==> config.mk <==
export PLATFORM = sky130hd
export DESIGN_NAME = hs_4ph_to_stream_flat
export DESIGN_NICKNAME = d
export VERILOG_FILES = /design/src/rtl/hs_4ph_to_stream_if.sv /design/src/rtl/hs_4ph_to_stream.sv /design/src/flat_wrapper.sv
export SDC_FILE = /design/constraint.sdc
export NUM_CORES = 1
export LEC_CHECK = 0
export ABC_AREA = 1
export BUFFER_PORTS_ARGS = -buffer_cell sky130_fd_sc_hd__buf_2
export CORE_ASPECT_RATIO = 2
export CORE_MARGIN = 2
export CORE_UTILIZATION = 25
export CTS_BUF_LIST = sky130_fd_sc_hd__clkbuf_8
export CTS_CLUSTER_SIZE = 25
export DETAILED_ROUTE_END_ITERATION = 10
export PLACE_DENSITY = 0.55
export SLEW_MARGIN = 10
export SYNTH_ARGS = -nofsm -noshare
export SYNTH_HDL_FRONTEND = slang
export SYNTH_SLANG_ARGS = --single-unit
export TNS_END_PERCENT = 30
==> constraint.sdc <==
create_clock -name clk -period 1.6 [get_ports clk]
set_clock_uncertainty 0.1 [all_clocks]
set_input_delay 0.16 -clock clk [delete_from_list [all_inputs] [get_ports clk]]
set_output_delay 0.16 -clock clk [all_outputs]
set_load 0.01 [all_outputs]
==> src/rtl/hs_4ph_to_stream_if.sv <==
`default_nettype none
// ============================================================================
// Module   : hs_4ph_to_stream_if
// Brief    : 4-phase req/ack input side and valid/ready stream output side
// Revision : 1.0
// ============================================================================
interface hs_4ph_to_stream_if #(
    parameter int DW    = 8,
    parameter int DEPTH = 2
);
    localparam int CW = $clog2(DEPTH + 1);

    logic          req_i;
    logic [DW-1:0] data_i;
    logic          ack_o;
    logic          out_valid_o;
    logic          out_ready_i;
    logic [DW-1:0] out_data_o;
    logic [CW-1:0] count_o;

    modport master (
        output req_i, data_i, out_ready_i,
        input  ack_o, out_valid_o, out_data_o, count_o
    );

    modport slave (
        input  req_i, data_i, out_ready_i,
        output ack_o, out_valid_o, out_data_o, count_o
    );
endinterface
`default_nettype wire

==> src/rtl/hs_4ph_to_stream.sv <==
`default_nettype none
// ============================================================================
// Module   : hs_4ph_to_stream
// Brief    : 4-phase bundled-data producer to clocked valid/ready stream via FIFO
// Revision : 1.0
// ============================================================================
module hs_4ph_to_stream #(
    parameter int DW          = 8,
    parameter int DEPTH       = 2,
    parameter int SYNC_STAGES = 2
) (
    input  wire logic          clk,
    input  wire logic          rst,
    hs_4ph_to_stream_if.slave  bus
);
    localparam int c_CW = $clog2(DEPTH + 1);
    localparam int c_PW = (DEPTH > 1) ? $clog2(DEPTH) : 1;

    typedef enum logic [0:0] {
        ST_IDLE = 1'b0,
        ST_ACK  = 1'b1
    } state_t;

    state_t            r_state;
    state_t            w_state_nxt;
    logic              w_req_s;
    logic              w_wr;
    logic              w_rd;
    logic              w_not_full;
    logic [c_PW-1:0]   r_wr_ptr;
    logic [c_PW-1:0]   r_rd_ptr;
    logic [c_CW-1:0]   r_count;
    logic [DW-1:0]     r_mem [DEPTH];

    function automatic logic [c_PW-1:0] f_inc(input logic [c_PW-1:0] p);
        return (p == c_PW'(DEPTH - 1)) ? '0 : p + c_PW'(1);
    endfunction

    // SYNC_STAGES=0 treats req_i as an already-synchronous input
    if (SYNC_STAGES > 0) begin : g_sync
        logic [SYNC_STAGES-1:0] r_sync;
        always_ff @(posedge clk) begin
            if (rst) begin
                r_sync <= '0;
            end else begin
                r_sync[0] <= bus.req_i;
                for (int i = 1; i < SYNC_STAGES; i++) begin
                    r_sync[i] <= r_sync[i-1];
                end
            end
        end
        assign w_req_s = r_sync[SYNC_STAGES-1];
    end else begin : g_nosync
        assign w_req_s = bus.req_i;
    end

    assign w_not_full = (r_count < c_CW'(DEPTH));
    assign w_rd       = (r_count != '0) && bus.out_ready_i;

    always_ff @(posedge clk) begin
        if (rst) begin
            r_state <= ST_IDLE;
        end else begin
            r_state <= w_state_nxt;
        end
    end

    // Capture happens on the IDLE->ACK edge; a full FIFO holds off ack
    always_comb begin
        w_state_nxt = r_state;
        w_wr        = 1'b0;
        case (r_state)
            ST_IDLE: begin
                if (w_req_s && w_not_full) begin
                    w_wr        = 1'b1;
                    w_state_nxt = ST_ACK;
                end
            end
            ST_ACK: begin
                if (!w_req_s) begin
                    w_state_nxt = ST_IDLE;
                end
            end
            default: w_state_nxt = ST_IDLE;
        endcase
    end

    always_ff @(posedge clk) begin
        if (rst) begin
            r_wr_ptr <= '0;
            r_rd_ptr <= '0;
            r_count  <= '0;
        end else begin
            if (w_wr) begin
                r_wr_ptr <= f_inc(r_wr_ptr);
            end
            if (w_rd) begin
                r_rd_ptr <= f_inc(r_rd_ptr);
            end
            case ({w_wr, w_rd})
                2'b10:   r_count <= r_count + c_CW'(1);
                2'b01:   r_count <= r_count - c_CW'(1);
                default: r_count <= r_count;
            endcase
        end
    end

    always_ff @(posedge clk) begin
        if (w_wr) begin
            r_mem[r_wr_ptr] <= bus.data_i;
        end
    end

    assign bus.ack_o       = (r_state == ST_ACK);
    assign bus.out_valid_o = (r_count != '0);
    assign bus.out_data_o  = r_mem[r_rd_ptr];
    assign bus.count_o     = r_count;
endmodule
`default_nettype wire

==> src/flat_wrapper.sv <==
// flat-port wrapper written by rule: the top's interface ports become plain ports
module hs_4ph_to_stream_flat 
#(
    parameter int DW          = 8,
    parameter int DEPTH       = 2,
    parameter int SYNC_STAGES = 2
)
  (clk, rst, bus_req_i, bus_data_i, bus_out_ready_i, bus_ack_o, bus_out_valid_o, bus_out_data_o, bus_count_o);
  hs_4ph_to_stream_if #(.DW(DW), .DEPTH(DEPTH)) bus_i ();
  input  wire logic clk;
  input  wire logic rst;
  input wire logic [$bits(bus_i.req_i)-1:0] bus_req_i;
  input wire logic [$bits(bus_i.data_i)-1:0] bus_data_i;
  input wire logic [$bits(bus_i.out_ready_i)-1:0] bus_out_ready_i;
  output wire logic [$bits(bus_i.ack_o)-1:0] bus_ack_o;
  output wire logic [$bits(bus_i.out_valid_o)-1:0] bus_out_valid_o;
  output wire logic [$bits(bus_i.out_data_o)-1:0] bus_out_data_o;
  output wire logic [$bits(bus_i.count_o)-1:0] bus_count_o;
  assign bus_i.req_i = bus_req_i;
  assign bus_i.data_i = bus_data_i;
  assign bus_i.out_ready_i = bus_out_ready_i;
  assign bus_ack_o = bus_i.ack_o;
  assign bus_out_valid_o = bus_i.out_valid_o;
  assign bus_out_data_o = bus_i.out_data_o;
  assign bus_count_o = bus_i.count_o;
  hs_4ph_to_stream #(.DW(DW), .DEPTH(DEPTH), .SYNC_STAGES(SYNC_STAGES)) u_core (.clk(clk), .rst(rst), .bus(bus_i));
endmodule
==> metrics.cfg <==
[timing]
timing.fmax_mhz=687
report.final.hold_viol_count=0
maxSlewHeadroom=0.874
period_minus_slack_ps=1460
worst_pin_slew_ps=190
finalSetupViolCount=0
timing.final.crit_share=0.910
drv_slew=0

[power_and_ir_drop]
vdd_ir_drop_max_uv=681
p_leak_uw=0.000528
pwr_density_cell_nw_per_um2=999
p_total_uw=1280

[global_route]
antenna_found_initial=0
grt-ovfl-total=0
grt_pass1_wl_um=2550
grt_pass1_vias=638
grt_use_total=0.0852
grt_max_degree=14

[layout]
final_nets=124
fillers=361
area_delta_synth_final_pct=37.0
diodes=0
drive_above_1_share=0.409
post-route-util=0.354
final_cell_mix=23 x buf_2, 16 x edfxtp_1, 10 x nor2_1, 10 x dlygate4sd3_1
mostFrequentLayoutCell=buf_2

[yosys]
netlist_instances=72
syn_area_per_cell_um2=13.0
ys_warn_count=0
synthDistinctLibCells=18
synth_seq_cells=24
ys_seq_area_frac=0.686
syn-num-nets=85
synth_area_um2=933

[clock_network]
cts_htree_levels=1
cts_tree=done
root_buffer=clkbuf_8
clk_latency_ps=260
cts.sinks=24
numCtsBuffers=3
cts_buffer_depth=2
path_clk_slew_ps=70

[run_status]
status=finished clean

[drt]
detail_route.vias_per_cell=3.87
post_drt_wl_per_cell_um=9.56
wirelength_um=1520
routed-via-count=615
drt_iter0_drc=8
route.detailed.drc=0
firstDrtPassIters=3
ant_nets=0

[worst_setup_path]
cp_max_fo=5
arrival_ps=1550
cp-start-kind=flip-flop
crit_path_end_kind=flip-flop
crit_type=flip-flop to flip-flop
cp.required_ps=1700

[die]
start_util=0.259
core_area_um2=3610
dieArea_um2=4270
ios=24
rows=31
die_w_um=47.2
fp.dieH_um=90.4

[placement]
port_buffers=23
hpwl_um=1190
place.gp.congestion=0.636

[hold_path]
hold_path_class=input port to flip-flop

[flow_run]
maxCapViolCount=0

[synth_stat cells, drive strengths merged]
master,number,area [µm²]
clkinv,1,8.76
nor2,12,50.1
a21oi,2,10.0
nand2,9,48.8
mux2,8,90.1
buf,1,5.00
o21ai,2,13.8
ha,1,12.5
dfxtp,8,160
nand3,1,10.0
edfxtp,16,480
nand4,1,6.26
inv,10,37.5
[sequential cells by signal, summed over array words and instances (netlist names), named ones only]
signal	flops
u_core.bus.ack_o	1
u_core.bus.count_o	2
u_core.r_rd_ptr	1
u_core.r_mem	16
u_core.r_wr_ptr	1
u_core.g_sync.r_sync	2
[per-layer routing]
| metal | track usage | up-vias | share of wire |
|---|---|---|---|
| li1 | - | 313 | - |
| met1 | 0.0718 | 281 | 0.30 |
| met2 | 0.150 | 17 | 0.60 |
| met3 | 0.0120 | 4 | 0.060 |
| met4 | 0.0764 | 0 | 0.039 |
| met5 | 0 | - | 0 |
[layout make-up]
type | count | area [µm²] | share of cell area
sequential | 24 | 644 | 0.504
timing repair buffer | 35 | 230 | 0.180
clock buffer | 4 | 55.1 | 0.0431
inverter | 11 | 46.3 | 0.0362
tap | 49 | 61.3 | 0.0479
multi-input combinational | 36 | 241 | 0.189
[where the power goes]
group          internal, µW  leakage (µW)  switching [µW]
clock                   219     0.0000288             171
combinational          87.6      0.000288            88.6
sequential              688      0.000212            22.6
total                   995      0.000528             283
[critical path, stage by stage, from the launching register on]
cell	delay, ps
dfxtp_2	350
inv_2	80
nand2_4	60
nand2_4	70
clkinv_4	50
ha_1	290
inv_2	80
nand2_1	60
nor2_1	100
nor2_1	50
nor2_1	90
[path summary, 6_finish.rpt]
| check | from | end | slack (ps) | cells after the start |
|---|---|---|---|---|
| max | u_core.bus.count_o[1] | u_core.bus.count_o[1] | 140 | 10 |
| min | bus_out_ready_i | u_core.r_rd_ptr | 140 | 5 |
| max reg2reg | u_core.bus.count_o[1] | u_core.bus.count_o[1] | 140 | 10 |
| min reg2reg | u_core.g_sync.r_sync[0] | u_core.g_sync.r_sync[1] | 310 | 2 |
[what timing repair did]
item	in CTS	in global routing
gates resized for setup	0	4
hold buffers	10	0
hold endpoints to repair	18	0
setup endpoints to repair	0	9
buffers inserted	0	0
[cells by family after synthesis]
logic type               share of synthesized area
flip-flops                                   0.686
AND/OR/NAND/NOR                              0.123
buffers and inverters                       0.0550
multiplexers                                0.0965
AO/OA/AOI/OAI                               0.0255
adder cells (fa/ha/maj)                     0.0134
[per-stage QoR]
stage / hold slack [ps] / area [µm²] / setup TNS, ps / setup WS [ps] / cells
detailed placement: 251 / 1120 / 0 / 107 / 145
finish: 143 / 1280 / 0 / 144 / 159
global placement: 248 / 1120 / 0 / 198 / 145
global route: 180 / 1280 / -16.0 / -16.0 / 159
CTS: 146 / 1270 / 0 / 3.84 / 159
floorplan: 131 / 933 / 0 / 192 / 72
Power figures use the tool's default switching activity.
